File: src/rtl/hls_cdp_ocvt_chn_wen_ctrl_if.sv
// Channel/core bundle for the CDP output-convert wen controller.
// slave  : view taken by the controller itself.
// master : view taken by the surrounding datapath / core model.
interface hls_cdp_ocvt_chn_wen_ctrl_if #(
  parameter int IW = 32,
  parameter int OW = 16
);
  logic          chn_in_vld;
  logic          chn_in_rdy;
  logic [IW-1:0] chn_in_pd;
  logic [IW-1:0] core_in_pd;
  logic [OW-1:0] core_out_pd;
  logic          core_wen;
  logic          chn_out_vld;
  logic          chn_out_rdy;
  logic [OW-1:0] chn_out_pd;

  modport slave (
    input  chn_in_vld, chn_in_pd, core_out_pd, chn_out_rdy,
    output chn_in_rdy, core_in_pd, core_wen, chn_out_vld, chn_out_pd
  );

  modport master (
    output chn_in_vld, chn_in_pd, core_out_pd, chn_out_rdy,
    input  chn_in_rdy, core_in_pd, core_wen, chn_out_vld, chn_out_pd
  );
endinterface

File: src/rtl/hls_cdp_ocvt_chn_wen_ctrl.sv
// Channel-side control for the CDP output-convert core.
// Holds one input beat, raises core_wen when a beat is held and the
// 2-entry result queue has room, and streams results out in order.
// All handshake outputs are decoded from registered state only, so there
// is no combinational path from chn_in_vld or chn_out_rdy to any output.
module hls_cdp_ocvt_chn_wen_ctrl #(
  parameter int IW = 32,
  parameter int OW = 16,
  parameter int CW = 16
) (
  input  logic                           nvdla_core_clk,
  input  logic                           nvdla_core_rst,
  hls_cdp_ocvt_chn_wen_ctrl_if.slave     io,
  output logic                           core_started,
  output logic [CW-1:0]                  stall_cnt
);

  // Saturating increment used by the debug stall counter.
  function automatic logic [CW-1:0] sat_inc(input logic [CW-1:0] v);
    logic [CW-1:0] r;
    if (v == {CW{1'b1}}) begin
      r = v;
    end else begin
      r = v + {{(CW-1){1'b0}}, 1'b1};
    end
    return r;
  endfunction

  logic          in_bawt;
  logic [IW-1:0] hold_pd;
  logic [1:0]    out_cnt;
  logic          rd_ptr;
  logic          wr_ptr;
  logic [OW-1:0] out_q [2];

  logic          out_room;
  logic          accept;
  logic          push;
  logic          pop;
  logic [1:0]    out_cnt_nxt;

  // Handshake decode from registered state.
  always_comb begin
    out_room       = (out_cnt < 2'd2);
    io.core_wen    = in_bawt & out_room;
    io.chn_in_rdy  = ~in_bawt | io.core_wen;
    accept         = io.chn_in_vld & io.chn_in_rdy;
    push           = io.core_wen;
    io.chn_out_vld = (out_cnt != 2'd0);
    pop            = io.chn_out_vld & io.chn_out_rdy;
    io.core_in_pd  = hold_pd;
    io.chn_out_pd  = out_q[rd_ptr];
  end

  // Queue occupancy update; simultaneous push and pop leave it unchanged.
  always_comb begin
    out_cnt_nxt = out_cnt;
    case ({push, pop})
      2'b10:   out_cnt_nxt = out_cnt + 2'd1;
      2'b01:   out_cnt_nxt = out_cnt - 2'd1;
      default: out_cnt_nxt = out_cnt;
    endcase
  end

  // Control state: held-beat flag, queue pointers/count, debug flags.
  always_ff @(posedge nvdla_core_clk) begin
    if (nvdla_core_rst) begin
      in_bawt      <= 1'b0;
      out_cnt      <= 2'd0;
      rd_ptr       <= 1'b0;
      wr_ptr       <= 1'b0;
      core_started <= 1'b0;
      stall_cnt    <= {CW{1'b0}};
    end else begin
      // A same-cycle accept refills the slot the core just consumed.
      if (accept) begin
        in_bawt <= 1'b1;
      end else if (io.core_wen) begin
        in_bawt <= 1'b0;
      end
      out_cnt <= out_cnt_nxt;
      if (push) begin
        wr_ptr <= ~wr_ptr;
      end
      if (pop) begin
        rd_ptr <= ~rd_ptr;
      end
      if (io.core_wen) begin
        core_started <= 1'b1;
      end
      if (in_bawt && !out_room) begin
        stall_cnt <= sat_inc(stall_cnt);
      end
    end
  end

  // Payload storage; contents are don't-care until marked valid, so no reset.
  always_ff @(posedge nvdla_core_clk) begin
    if (accept) begin
      hold_pd <= io.chn_in_pd;
    end
    if (push) begin
      out_q[wr_ptr] <= io.core_out_pd;
    end
  end

endmodule

File: src/flat_wrapper.sv
// flat-port wrapper written by rule: the top's interface ports become plain ports
module hls_cdp_ocvt_chn_wen_ctrl_flat 
#(
  parameter int IW = 32,
  parameter int OW = 16,
  parameter int CW = 16
)
  (nvdla_core_clk, nvdla_core_rst, core_started, stall_cnt, io_chn_in_vld, io_chn_in_pd, io_core_out_pd, io_chn_out_rdy, io_chn_in_rdy, io_core_in_pd, io_core_wen, io_chn_out_vld, io_chn_out_pd);
  hls_cdp_ocvt_chn_wen_ctrl_if #(.IW(IW), .OW(OW)) io_i ();
  input  logic nvdla_core_clk;
  input  logic nvdla_core_rst;
  output logic core_started;
  output logic [CW-1:0] stall_cnt;
  input wire logic [$bits(io_i.chn_in_vld)-1:0] io_chn_in_vld;
  input wire logic [$bits(io_i.chn_in_pd)-1:0] io_chn_in_pd;
  input wire logic [$bits(io_i.core_out_pd)-1:0] io_core_out_pd;
  input wire logic [$bits(io_i.chn_out_rdy)-1:0] io_chn_out_rdy;
  output wire logic [$bits(io_i.chn_in_rdy)-1:0] io_chn_in_rdy;
  output wire logic [$bits(io_i.core_in_pd)-1:0] io_core_in_pd;
  output wire logic [$bits(io_i.core_wen)-1:0] io_core_wen;
  output wire logic [$bits(io_i.chn_out_vld)-1:0] io_chn_out_vld;
  output wire logic [$bits(io_i.chn_out_pd)-1:0] io_chn_out_pd;
  assign io_i.chn_in_vld = io_chn_in_vld;
  assign io_i.chn_in_pd = io_chn_in_pd;
  assign io_i.core_out_pd = io_core_out_pd;
  assign io_i.chn_out_rdy = io_chn_out_rdy;
  assign io_chn_in_rdy = io_i.chn_in_rdy;
  assign io_core_in_pd = io_i.core_in_pd;
  assign io_core_wen = io_i.core_wen;
  assign io_chn_out_vld = io_i.chn_out_vld;
  assign io_chn_out_pd = io_i.chn_out_pd;
  hls_cdp_ocvt_chn_wen_ctrl #(.IW(IW), .OW(OW), .CW(CW)) u_core (.nvdla_core_clk(nvdla_core_clk), .nvdla_core_rst(nvdla_core_rst), .io(io_i), .core_started(core_started), .stall_cnt(stall_cnt));
endmodule
File: config.mk
export PLATFORM = sky130hd
export DESIGN_NAME = hls_cdp_ocvt_chn_wen_ctrl_flat
export DESIGN_NICKNAME = d
export VERILOG_FILES = /design/src/rtl/hls_cdp_ocvt_chn_wen_ctrl_if.sv /design/src/rtl/hls_cdp_ocvt_chn_wen_ctrl.sv /design/src/flat_wrapper.sv
export SDC_FILE = /design/constraint.sdc
export NUM_CORES = 1
export LEC_CHECK = 0
export ABC_AREA = 1
export CORE_AREA = 2 2 90 92
export DETAILED_ROUTE_END_ITERATION = 10
export DIE_AREA = 0 0 92 94
export PLACE_DENSITY = 0.79
export SKIP_LAST_GASP = 1
export SLEW_MARGIN = 20
export SYNTH_ARGS = -nofsm -noshare
export SYNTH_HDL_FRONTEND = slang
export SYNTH_SLANG_ARGS = --single-unit
File: constraint.sdc
create_clock -name nvdla_core_clk -period 3.25 [get_ports nvdla_core_clk]
set_clock_uncertainty 0.05 [all_clocks]
set_input_delay 0.325 -clock nvdla_core_clk [delete_from_list [all_inputs] [get_ports nvdla_core_clk]]
set_output_delay 0.325 -clock nvdla_core_clk [all_outputs]
set_load 0.05 [all_outputs]
==> impl_metrics.toml <==
[run_status]
outcome = "complete, no violations"

[logic_synthesis]
synth_cell_type_count = 22
yosysWarnings = 0
ys_top_cells_by_area = "edfxtp_1 57%, dfxtp_1 14%, nand2_1 5.7%"
ys_async_sr_fraction = 0
ys_ff_latch = 87
synth.largest_area_cell = "edfxtp_1"
synthCells = 277
syn_area_per_cell_sq_um = 12.2
netlist_area_sq_mm = 0.00337
synth-edff-count = 64
yosysSeqAreaShare = 0.707
synth_ff_type = "edfxtp_1"
synth_nets = 331
synth_top_area_frac = 0.570

[setup_path]
worstPathCellList = "mux2_2, clkdlybuf4s50_1"
cp_slowest_cell = "dfxtp_1"
cp_num_cells = 2
crit_required_ns = 2.87
crit_family = "flip-flops"
r2r-end = "u_core.stall_cnt[14]"
r2r-start = "u_core.stall_cnt[0]"
worstPathMaxFanout = 16
r2r_setup_slack_ns = 1.63
start_kind = "flop"
cpPeakStageDelay_ns = 0.79
critical_path_class = "flop to output pin"
r2r_cells = 8
cp_num_buf_inv = 1
arrival_ns = 2.26
crit_path_end = "io_chn_out_pd[2]"
worstSetupEndpointType = "output pin"

[die]
die_h_um = 94
core_sq_mm = 0.00761
ios = 120
rows = 32
die_w_um = 92
start_util = 0.443
dieArea_sq_mm = 0.00865

[sta]
setup_violations = 0
finalCriticalPeriod_ns = 2.64
hold_viol = 0
fin_setup_tns_ns = 0
finalMaxSlewViolations = 0
period_share = 0.812
slew_headroom = 0.521
worst_pin_slew_ns = 0.717
rsz0062_at_grt = "false"
clock.fmax_mhz = 379

[placement]
hpwl_um = 5100
portBuffers = 119
gp_congestion = 0.750

[global_routing]
grt_pass1_wl_um = 11000
grt_max_degree = 33
grt_antenna_before_repair = 0
grt_usage = 0.166
grt_overflow = 0
grt_pass1_vias = 2296

[cells_and_area]
fin_util = 0.641
diodes = 0
drive_gt1_frac = 0.129
syn2layout_area_growth_pct = 44.7
final_nets = 461

[power_and_ir_drop]
vdd_drop_max_v = 0.000179
p_leak_nw = 1.79
finalPower_mw = 2.49
power.density_mw_per_mm2 = 510

[clocking]
postCtsHoldBufs = 0
clock_path_buffers = 2
worstSkewPairLatency_ns = 0.34
cts_tree = "yes"
cts_sinks = 87
h-tree-depth = 3
cts_setup_buffers = 0
post_cts_resized = 0
path_clk_slew_ns = 0.09
cts_root_buf = "clkbuf_8"
numCtsBuffers = 9

[route]
drt_iter0_drc = 87
ant_nets = 0
routed_wl_um = 6960
vias = 2407
vias_per_cell = 4.68
drc = 0
dr.pass1.iters = 4
routedWlPerCell_um = 13.5

[run]
drv_cap = 0

[worst_hold_path]
holdCritPathClass = "flop to flop"
hold_path_depth = 1
-- flip-flops by register name (all words and copies together), names as in the netlist, named ones only --
register	count
u_core.io.core_in_pd	32
u_core.out_q	32
u_core.stall_cnt	16
u_core.out_cnt	2
u_core.core_started	1
u_core.in_bawt	1
u_core.rd_ptr	1
u_core.wr_ptr	1
-- where the power goes --
part,leakage (nW),switching [mW],internal (mW)
sequential,0.793,0.0333,1.26
clock,0.0850,0.385,0.288
combinational,0.914,0.318,0.205
total,1.79,0.736,1.75
-- synthesized netlist by cell type (2+ instances only) --
| cell type | number |
|---|---|
| nor2_4 | 4 |
| dfxtp_1 | 23 |
| mux2_2 | 16 |
| nand4_1 | 4 |
| nand2_1 | 51 |
| buf_2 | 2 |
| inv_1 | 25 |
| nand3_1 | 10 |
| nor2_2 | 7 |
| o21ai_0 | 3 |
| nand2_2 | 4 |
| a21oi_1 | 9 |
| nor3_1 | 3 |
| edfxtp_1 | 64 |
| ha_1 | 2 |
| nor2_1 | 44 |
-- worst min-delay path by stage --
stage,from,endpoint,slack [ns]
3_3_place_gp,u_core.rd_ptr,u_core.rd_ptr,0.39
2_1_floorplan,nvdla_core_rst,u_core.in_bawt,0.34
5_1_grt,u_core.rd_ptr,u_core.rd_ptr,0.42
3_5_place_dp,u_core.rd_ptr,u_core.rd_ptr,0.40
6_report,u_core.rd_ptr,u_core.rd_ptr,0.40
4_1_cts,u_core.rd_ptr,u_core.rd_ptr,0.41
-- through the flow --
step                area, sq um  hold WS (ns)  instances  setup slack, ns
global route               4880         0.420        514            0.523
detailed placement         4700         0.396        498            0.952
floorplan                  3370         0.344        277            0.595
CTS                        4880         0.406        514            0.564
finish                     4880         0.405        514            0.611
global placement           4700         0.391        498             1.06
-- placed cells by master (no fill, tap or decap), types with 8 or more instances in the layout --
master / n
clkbuf_8: 9
nand3_1: 10
mux2_2: 16
dfxtp_1: 23
inv_1: 25
nor2_2: 8
edfxtp_1: 64
clkdlybuf4s50_1: 119
nor2_1: 43
nand2_1: 51
a21oi_1: 9
-- layer usage --
layer | track usage | vias to the layer above | wire length [um]
li1 | - | 1193 | -
met1 | 0.209 | 1115 | 2960
met2 | 0.281 | 90 | 3460
met3 | 0.0305 | 9 | 455
met4 | 0.0746 | 0 | 76
met5 | 0 | - | 0
-- cell type report --
cell class	count	area (sq um)
Clock inverter	6	52.6
Inverter	25	93.8
Clock buffer	10	128
Timing Repair Buffer	122	1210
Fill cell	598	2730
Sequential cell	87	2380
Multi-Input combinational cell	162	880
Tap cell	102	128
-- cells by family (layout without fill, tap and decap cells) --
group	after synthesis	in the layout	synth area share
buf+inv	28	163	0.0330
flops	87	87	0.707
simple gates	132	132	0.182
mux	16	16	0.0535
compound gates	12	12	0.0178
fa+ha+maj	2	2	0.00742
Note: power is estimated with default switching activity, not from simulation.
